==> config.mk <==
export PLATFORM = sky130hd
export DESIGN_NAME = mii_tx_framer
export DESIGN_NICKNAME = d
export VERILOG_FILES = /design/src/rtl/eth_mii_pkg.sv /design/src/rtl/eth_crc32_byte.sv /design/src/rtl/mii_tx_framer.sv
export SDC_FILE = /design/constraint.sdc
export NUM_CORES = 1
export LEC_CHECK = 0
export CAP_MARGIN = 20
export CELL_PAD_IN_SITES_DETAIL_PLACEMENT = 0
export CELL_PAD_IN_SITES_GLOBAL_PLACEMENT = 1
export CORE_MARGIN = 2
export CORE_UTILIZATION = 47
export DETAILED_ROUTE_END_ITERATION = 8
export GPL_TIMING_DRIVEN = 0
export PLACE_DENSITY_LB_ADDON = 0.05
export SLEW_MARGIN = 30
export SYNTH_ARGS = -nofsm -noshare
export SYNTH_HDL_FRONTEND = slang
export SYNTH_SLANG_ARGS = --single-unit
==> constraint.sdc <==
create_clock -name clk -period 3.09 [get_ports clk]
set_clock_uncertainty 0.1 [all_clocks]
set_input_delay 0.618 -clock clk [delete_from_list [all_inputs] [get_ports clk]]
set_output_delay 0.618 -clock clk [all_outputs]
set_load 0.02 [all_outputs]
==> src/rtl/eth_mii_pkg.sv <==
// Shared MII constants, CRC-32 parameters and framer state encoding.
// Imported by the TX framer, the CRC byte helper and the RX checker.
package eth_mii_pkg;

    localparam logic [3:0]  PREAMBLE_NIB = 4'h5;
    localparam logic [3:0]  SFD_NIB      = 4'hd;

    localparam logic [31:0] CRC_INIT     = 32'hFFFF_FFFF;
    localparam logic [31:0] CRC_POLY     = 32'hEDB8_8320;
    localparam logic [31:0] CRC_RESIDUE  = 32'hC704_DD7B;

    typedef enum logic [2:0] {
        ST_IDLE,
        ST_PRE,
        ST_SFD,
        ST_DATA,
        ST_PAD,
        ST_FCS,
        ST_ERR,
        ST_IFG
    } tx_state_t;

endpackage

==> src/rtl/eth_crc32_byte.sv <==
// Combinational reflected CRC-32 update by one byte (LSB first).
// Ports: crc (current), data (byte), crc_next (updated register).
module eth_crc32_byte
    import eth_mii_pkg::*;
(
    input  logic [31:0] crc,
    input  logic [7:0]  data,
    output logic [31:0] crc_next
);

    always_comb begin
        crc_next = crc ^ {24'h0, data};
        for (int i = 0; i < 8; i++) begin
            if (crc_next[0]) begin
                crc_next = (crc_next >> 1) ^ CRC_POLY;
            end else begin
                crc_next = crc_next >> 1;
            end
        end
    end

endmodule

==> src/rtl/mii_tx_framer.sv <==
// Egress MII framer: byte stream in, preamble/SFD/data/pad/FCS/IFG out.
// Ports: clk, rstn, in_data/in_valid/in_last/in_ready stream,
// MII_TXD/MII_TX_EN/MII_TX_ER pins, busy, frame_done, underrun pulses.
module mii_tx_framer
    import eth_mii_pkg::*;
#(
    parameter int PREAMBLE_NIBBLES = 15,
    parameter int MIN_DATA_BYTES   = 60,
    parameter int IFG_NIBBLES      = 24,
    parameter int MAX_DATA_BYTES   = 1514
) (
    input  logic       clk,
    input  logic       rstn,
    input  logic [7:0] in_data,
    input  logic       in_valid,
    input  logic       in_last,
    output logic       in_ready,
    output logic [3:0] MII_TXD,
    output logic       MII_TX_EN,
    output logic       MII_TX_ER,
    output logic       busy,
    output logic       frame_done,
    output logic       underrun
);

    tx_state_t   state;
    logic [4:0]  cnt;
    logic [7:0]  byte_q;
    logic        last_q;
    logic        hi_q;
    logic        oversize_q;
    logic [10:0] byte_cnt;
    logic [31:0] crc;

    logic        consume;
    logic        starve;
    logic [7:0]  crc_in;
    logic [31:0] crc_nxt;
    logic [10:0] cnt_inc;
    logic        at_max;
    logic        short_frame;

    // in_ready is registered, so the handshake is decided on the
    // cycle it is visible; padding feeds zero bytes into the CRC.
    always_comb begin
        consume     = in_ready & in_valid;
        starve      = in_ready & ~in_valid;
        crc_in      = consume ? in_data : 8'h00;
        cnt_inc     = (byte_cnt == 11'h7FF) ? byte_cnt
                                            : byte_cnt + 11'd1;
        at_max      = byte_cnt == 11'(MAX_DATA_BYTES - 1);
        short_frame = byte_cnt < 11'(MIN_DATA_BYTES);
    end

    eth_crc32_byte u_crc (
        .crc      (crc),
        .data     (crc_in),
        .crc_next (crc_nxt)
    );

    // state names the phase whose nibble is on MII_TXD this cycle;
    // each branch loads the outputs for the following cycle.
    always_ff @(posedge clk or negedge rstn) begin
        if (!rstn) begin
            state      <= ST_IDLE;
            cnt        <= '0;
            byte_q     <= '0;
            last_q     <= 1'b0;
            hi_q       <= 1'b0;
            oversize_q <= 1'b0;
            byte_cnt   <= '0;
            crc        <= CRC_INIT;
            in_ready   <= 1'b0;
            MII_TXD    <= 4'h0;
            MII_TX_EN  <= 1'b0;
            MII_TX_ER  <= 1'b0;
            busy       <= 1'b0;
            frame_done <= 1'b0;
            underrun   <= 1'b0;
        end else begin
            in_ready   <= 1'b0;
            frame_done <= 1'b0;
            underrun   <= 1'b0;
            if (starve) begin
                state     <= ST_ERR;
                MII_TXD   <= 4'h0;
                MII_TX_ER <= 1'b1;
                underrun  <= 1'b1;
            end else if (consume) begin
                state      <= ST_DATA;
                hi_q       <= 1'b0;
                byte_q     <= in_data;
                last_q     <= in_last | at_max;
                oversize_q <= at_max & ~in_last;
                byte_cnt   <= cnt_inc;
                crc        <= crc_nxt;
                MII_TXD    <= in_data[3:0];
            end else begin
                unique case (state)
                    ST_IDLE: begin
                        if (in_valid) begin
                            state     <= ST_PRE;
                            cnt       <= '0;
                            MII_TXD   <= PREAMBLE_NIB;
                            MII_TX_EN <= 1'b1;
                            busy      <= 1'b1;
                        end
                    end
                    ST_PRE: begin
                        if (cnt == 5'(PREAMBLE_NIBBLES - 1)) begin
                            state      <= ST_SFD;
                            MII_TXD    <= SFD_NIB;
                            in_ready   <= 1'b1;
                            crc        <= CRC_INIT;
                            byte_cnt   <= '0;
                            oversize_q <= 1'b0;
                        end else begin
                            cnt <= cnt + 5'd1;
                        end
                    end
                    ST_DATA, ST_PAD: begin
                        if (!hi_q) begin
                            hi_q     <= 1'b1;
                            MII_TXD  <= (state == ST_DATA) ? byte_q[7:4]
                                                           : 4'h0;
                            in_ready <= (state == ST_DATA) & ~last_q;
                        end else if (short_frame) begin
                            state    <= ST_PAD;
                            hi_q     <= 1'b0;
                            MII_TXD  <= 4'h0;
                            byte_cnt <= cnt_inc;
                            crc      <= crc_nxt;
                        end else begin
                            // FCS leaves LSB nibble first; crc shifts
                            // down so the next nibble sits in [3:0].
                            state     <= ST_FCS;
                            cnt       <= '0;
                            MII_TXD   <= ~crc[3:0];
                            MII_TX_ER <= oversize_q;
                            crc       <= {4'h0, crc[31:4]};
                        end
                    end
                    ST_FCS: begin
                        if (cnt == 5'd7) begin
                            state     <= ST_IFG;
                            cnt       <= '0;
                            MII_TXD   <= 4'h0;
                            MII_TX_EN <= 1'b0;
                            MII_TX_ER <= 1'b0;
                        end else begin
                            cnt        <= cnt + 5'd1;
                            MII_TXD    <= ~crc[3:0];
                            crc        <= {4'h0, crc[31:4]};
                            frame_done <= cnt == 5'd6;
                        end
                    end
                    ST_ERR: begin
                        state     <= ST_IFG;
                        cnt       <= '0;
                        MII_TXD   <= 4'h0;
                        MII_TX_EN <= 1'b0;
                        MII_TX_ER <= 1'b0;
                    end
                    ST_IFG: begin
                        if (cnt == 5'(IFG_NIBBLES - 1)) begin
                            state <= ST_IDLE;
                            busy  <= 1'b0;
                        end else begin
                            cnt <= cnt + 5'd1;
                        end
                    end
                    // SFD always has in_ready high, so it is handled
                    // by the consume/starve paths above.
                    default: state <= ST_IDLE;
                endcase
            end
        end
    end

endmodule

# Word-level counts from Yosys, hierarchy flattened

Cells that the tools add are included.
Widths: inputs -> output; s select.

Register bits: 72
Logic and storage cells: 166

Reduce and logical (&&, ||, !) cells: 23
Mux-type cells: 73
Add/subtract/negate cells: 2
Bitwise logic cells: 20
Magnitude comparators: 1
Equality and inequality tests: 32

Operators with widths:

| operator              | count |
|---|---|
| $mux 32               | 13 |
| $not 13->14           | 8 |
| $pmux 32 s3           | 1 |
| $mux 11               | 5 |
| $mux 4                | 8 |
| $xor 32x8->32         | 1 |
| $mux 5                | 6 |
| $pmux 5 s6            | 1 |
| $reduce_and 5->1      | 6 |
| $mux 1                | 24 |
| $eq 11x11->1 const B  | 2 |
| $pmux 11 s2           | 1 |
| $mux 3                | 7 |
| $ne 3x3->1 const B    | 7 |
| $ne 4x4->1 const B    | 5 |
| $pmux 4 s5            | 1 |
| $pmux 3 s6            | 1 |
| $ne 2x2->1 const B    | 7 |
| $eq 3x3->1 const B    | 4 |
| $add 11x1->11 const B | 1 |
| $lt 11x6->1 const B   | 1 |
| $eq 5x3->1 const B    | 2 |
| $mux 8                | 1 |
| $reduce_and 8->1      | 1 |
| other kinds (21)      | 37 |

# Longest topological paths before layout

Word-level depth: 23
Depth in mapped cells: 9

# Modules after synthesis

Synthesis repeated with hierarchy kept, for this count alone.

Cell total of the unflattened synthesis: 494
Area, all modules: 5,019.8 um^2

Modules (own cells, without submodules):

| module         | cells each | instances | seq. area each (um^2) | area each (um^2) |
|---|---|---|---|---|
| mii_tx_framer  | 430        | 1         | 1,741.7               | 4,065.1 |
| eth_crc32_byte | 64         | 1         | 0.0                   | 954.7 |

# Worst setup path after synthesis

Ideal clock, no wire load.

Path kind: register to register
Start: reg byte_cnt[9]
End: reg byte_cnt[5]
Buffers on the path: 0
Cell stages (with the launch flop): 7
Arrival time: 2.476 ns
Setup slack: 0.410 ns
Data required time: 2.886 ns
Path through: dfrtp_1 -> or4_4 -> or4b_4 -> a221oi_4 -> nand2_2 -> or4_1 -> o311ai_1

Cells in the longest elaborated chain, start to end: 6
Elaborated cells on any way between the ends: 9

RTL lines:

| what                                                | line                 | RTL |
|---|---|---|
| start: declaration                                  | mii_tx_framer.sv:32  | `logic [10:0] byte_cnt;` |
| start signal: assignment                            | mii_tx_framer.sv:95  | `byte_cnt <= cnt_inc;` |
| start signal: assignment                            | mii_tx_framer.sv:131 | `byte_cnt <= cnt_inc;` |
| branches (longest 6 deep; another with $lt 11x6->1) | --                   |  |

Parallel ways; which one is timed is not known. The select of a mux whose other input is x is not followed.
A chain may end at the register's enable or synchronous reset.

# Worst setup path after layout

Start: in in_valid
End: reg crc[24]

Cells in the longest elaborated chain, start to end: 20
Elaborated cells on any way between the ends: 28

RTL lines:

| what                         | line                 | RTL |
|---|---|---|
| start: declaration           | mii_tx_framer.sv:15  | `input logic in_valid,` |
| $and 1x1->1                  | mii_tx_framer.sv:46  | `consume = in_ready & in_valid;` |
| $mux 8                       | mii_tx_framer.sv:48  | `crc_in = consume ? in_data : 8'h00;` |
| $xor 32x8->32                | eth_crc32_byte.sv:12 | `crc_next = crc ^ {24'h0, data};` |
| $mux 32                      | eth_crc32_byte.sv:14 | `if (crc_next[0]) begin` |
| $not 13->14 (no source line) | --                   |  |
| $mux 32                      | eth_crc32_byte.sv:14 |  |
| $not 13->14 (no source line) | --                   |  |
| $mux 32 (2 in series)        | eth_crc32_byte.sv:14 |  |
| (+2 left out)                | --                   |  |
| $not 13->14 (no source line) | --                   |  |
| $mux 32 (2 in series)        | eth_crc32_byte.sv:14 |  |
| $not 13->14 (no source line) | --                   |  |
| $mux 32                      | eth_crc32_byte.sv:14 |  |
| $mux 32                      | mii_tx_framer.sv:127 | `end else if (short_frame) begin` |
| $mux 32                      | mii_tx_framer.sv:122 | `if (!hi_q) begin` |
| $pmux 32 s3                  | mii_tx_framer.sv:99  | `unique case (state)` |
| $mux 32                      | mii_tx_framer.sv:89  | `end else if (consume) begin` |
| end signal: assignment       | mii_tx_framer.sv:96  | `crc <= crc_nxt;` |
| end signal: assignment       | mii_tx_framer.sv:132 | `crc <= crc_nxt;` |
| end signal: assignment       | mii_tx_framer.sv:140 | `crc <= {4'h0, crc[31:4]};` |
| end: declaration             | mii_tx_framer.sv:33  | `logic [31:0] crc;` |

Parallel ways exist; a longest one is shown, timed or not. The select of a mux whose other input is x is not followed.

==> summary.md <==
| Metric | Value |
|---|---|
| Syn-to-layout area delta | `13.6%` |
| Worst-path clk slew | `around 0.08 ns` |
| Tmin final | `2.97 ns` |
| Synth Flop Type | `dfrtp_1` |
| Synth Net Count | `586` |
| Worst Tran Pin Value | `about 0.9 ns` |
| Mapped cell area | `about 0.005 mm²` |
| GR peak layer | `met1` |
| Final WL | `approximately 15 mm` |
| CTS H-tree lvls | `3` |
| Yosys cell types | `67` |
| Ranking of synthesized cells by area | `dfrtp_1, dfstp_2, xnor2_1` |
| Max Slew Vio Count | `0` |
| Longest Clk Path Bufs | `2` |
| Most common cell in the netlist | `a21oi_1` |
| Antenna violations before repair | `0` |
| Clk Latency, worst-skew pair | `around 0.36 ns` |
| Top cell type by total area after synthesis | `dfrtp_1` |
| CP max FO | `10` |
| Startpoint types | `primary input` |
| Gpl congestion | `approximately 0.94` |
| Flops & latches, synth | `between 60 and 70` |
| Total negative slack for setup checks | `0 ns` |
| Final setup violation count | `0` |
| Crit. End Element | `flop` |
| Leakage power total | `around 2.2 nW` |
| CP Cell Sequence | `clkdlybuf4s50_1, clkbuf_2, nand3_1, xor2_4, xnor3_1, xnor2_1, xnor2_1, a221o_1` |
| Vias in the first global route | `around 4,400` |
| Slowest stage cell, crit path | `xnor3_1` |
| Share of cells above drive strength 1 | `approximately 12%` |
| Seq/Total Area, Yosys | `between 30% and 40%` |
| Tot Pwr | `approximately 0.0074 W` |
| DR iter-0 viols | `~400` |
| Final ANT Viol Nets | `0` |
| Max incr delay on CP | `0.58 ns` |
| Via/cell ratio | `roughly 6` |
| Cell count after synthesis | `570` |
| Ys async rst share | `100%` |
| Cts bufs inserted | `9` |
| Die height | `107 µm` |
| Power per Cell Area | `1310 mW/mm²` |
| Setup CP Type | `primary input to flop` |
| Met2 Use GR | `41.0%` |
| Vias | `between 4,000 and 5,000` |
| Reg2reg path depth | `6` |
| Arrival @ worst endpoint | `between 3 and 4 ns` |
| Status | `finished, final reports clean` |
| RR Startpoint | `byte_cnt[9]` |
| FF-to-FF setup slack | `~0.15 ns` |
| FF-to-FF End | `byte_cnt[5]` |
| CTS tree | `done` |
| Warnings from Yosys | `0` |
| Core Area | `around 0.010 mm²` |
| Max-cap violations | `0` |
| RSZ-0062 raised after global routing | `no` |
| Die Wd | `roughly 110 µm` |
| Global Route met3 Usage | `approximately 5.1%` |
| Die Footprint | `between 0.01 and 0.015 mm²` |
| Synth cell count leaders | `a21oi_1, nand2_1, xnor2_1` |
| DRC | `0` |
| DP HPWL | `10.7 mm` |
| Largest net degree at the start of global routing | `37` |
| DR WL/cell | `20.2 µm` |
| Root buffer cell | `clkbuf_8` |
| Top-area cell type share of the netlist area | `a little under a fifth` |
| Drt pass-1 iters | `7` |
| Tcrit/Tclk final | `96.3%` |
| I/O pin count | `22` |
| Maximum VDD drop | `between 0.7 and 0.8 mV` |
| EDFF count, synth | `0` |
| Core Rows | `37` |
| CP dominant cell by count | `xnor2_1` |
| Met1 Track Usage GR | `roughly two fifths` |
| WP data required | `between 3 and 4 ns` |
| Ant. Diodes | `0` |
| Hold-fix buffers, CTS | `0` |
| # port buffers | `19` |
| GR Overflow Total | `0` |
| Initial Util | `about 48%` |
| Hold WC Path Type | `primary input to async pin` |
| Synth Area per Inst | `~8.7 µm²` |
| Final net count | `~620` |
| Hold WS | `approximately 0.1 ns` |
| Slew HR | `slightly above 40%` |
| CTS sink count | `just under 70` |
| First-pass GRT wire length | `between 20 and 25 mm` |
| Layout fillers | `just under 1,000` |
| Fmax | `about 340 MHz` |
| Global Route Usage Sum | `27.7%` |
| Hold Violations, Final | `0` |
[how the worst max path moves through the flow]
| stage | to | startpoint | slack, ns |
|---|---|---|---|
| CTS | crc[12] | in_valid | 0.04 |
| global placement | byte_cnt[6] | rstn | -1.10 |
| global route | crc[11] | in_valid | 0.002 |
| detailed placement | crc[12] | in_valid | -0.71 |
| floorplan | byte_cnt[5] | byte_cnt[9] | 0.41 |
| finish | crc[24] | in_valid | 0.12 |
[state kept, by name, summed over array words and instances, names as in the netlist]
| signal | cells |
|---|---|
| byte_q | 4 |
| last_q | 1 |
| underrun | 1 |
| cnt | 5 |
| MII_TXD | 4 |
| oversize_q | 1 |
| MII_TX_ER | 1 |
| frame_done | 1 |
| crc | 32 |
| hi_q | 1 |
| state | 3 |
| byte_cnt | 11 |
| MII_TX_EN | 1 |
| in_ready | 1 |
| busy | 1 |
[power by group]
group / total [W] / internal [W] / switching, W / leakage, nW
Clock: 0.000852 / 0.000477 / 0.000376 / 0.107
Combinational: 0.00483 / 0.00208 / 0.00275 / 1.30
Sequential: 0.00173 / 0.00139 / 0.000343 / 0.788
Total: 0.00741 / 0.00394 / 0.00347 / 2.20
[area by class of cell]
cell class	instances	area (µm²)	area share, %
Clock inverter	4	72.6	1.28
Timing Repair Buffer	25	245	4.34
Inverter	10	37.5	0.664
Multi-Input combinational cell	445	3070	54.2
Sequential cell	68	1740	30.8
Clock buffer	12	145	2.57
Buffer	44	178	3.14
Tap cell	136	170	3.01
[stage by stage]
stage / area, µm² / std cells / setup slack [ns] / util (%)
after floorplan: 4980 / 570 / 0.410 / -
after global placement: 5340 / 725 / -1.10 / 51.7
after detailed placement: 5360 / 726 / -0.710 / 51.9
after CTS: 5590 / 741 / 0.0444 / 54.2
after global routing: 5660 / 744 / 0.00221 / 54.8
final: 5660 / 744 / 0.115 / 54.8
[critical path, delay by kind of cell]
family | cells | cell delay (ns)
buf+inv | 2 | 0.76
simple gates | 1 | 0.22
xor+xnor | 4 | 1.24
compound gates | 1 | 0.32
[timing repair]
item,CTS,global route
pin swaps,0,1
setup buffers,0,5
hold endpoints to repair,0,0
cloned,0,0
gates resized for setup,5,9
endpoints found under the setup margin,29,26
[cell usage in the layout, fill, tap and decap left out, types with 14 or more instances in the layout]
cell type	n
nor2_1	39
dfstp_2	32
o21ai_0	34
nand2_1	44
xnor2_1	44
clkdlybuf4s50_1	18
nand3_1	14
xor2_1	30
clkbuf_1	34
a21oi_1	59
dfrtp_1	36
o21a_1	14
[logic make-up after synthesis]
logic type / Yosys count / share of synthesized area [%]
and+or+nand+nor: 165 / 16.8
xor gates and xnor gates: 82 / 16.4
DFF: 68 / 35.0
muxes: 1 / 0.201
AOI/OAI and AO/OA: 193 / 26.2
adders and majority gates: 4 / 1.01
buffers and inverters: 57 / 4.37
[per-layer routing]
metal	up-vias	wire length (µm)
met1	2193	6990
met4	0	139
met2	180	6730
met3	15	1200
li1	2133	-
met5	-	0
No activity file was read; power rests on OpenSTA's default activity.
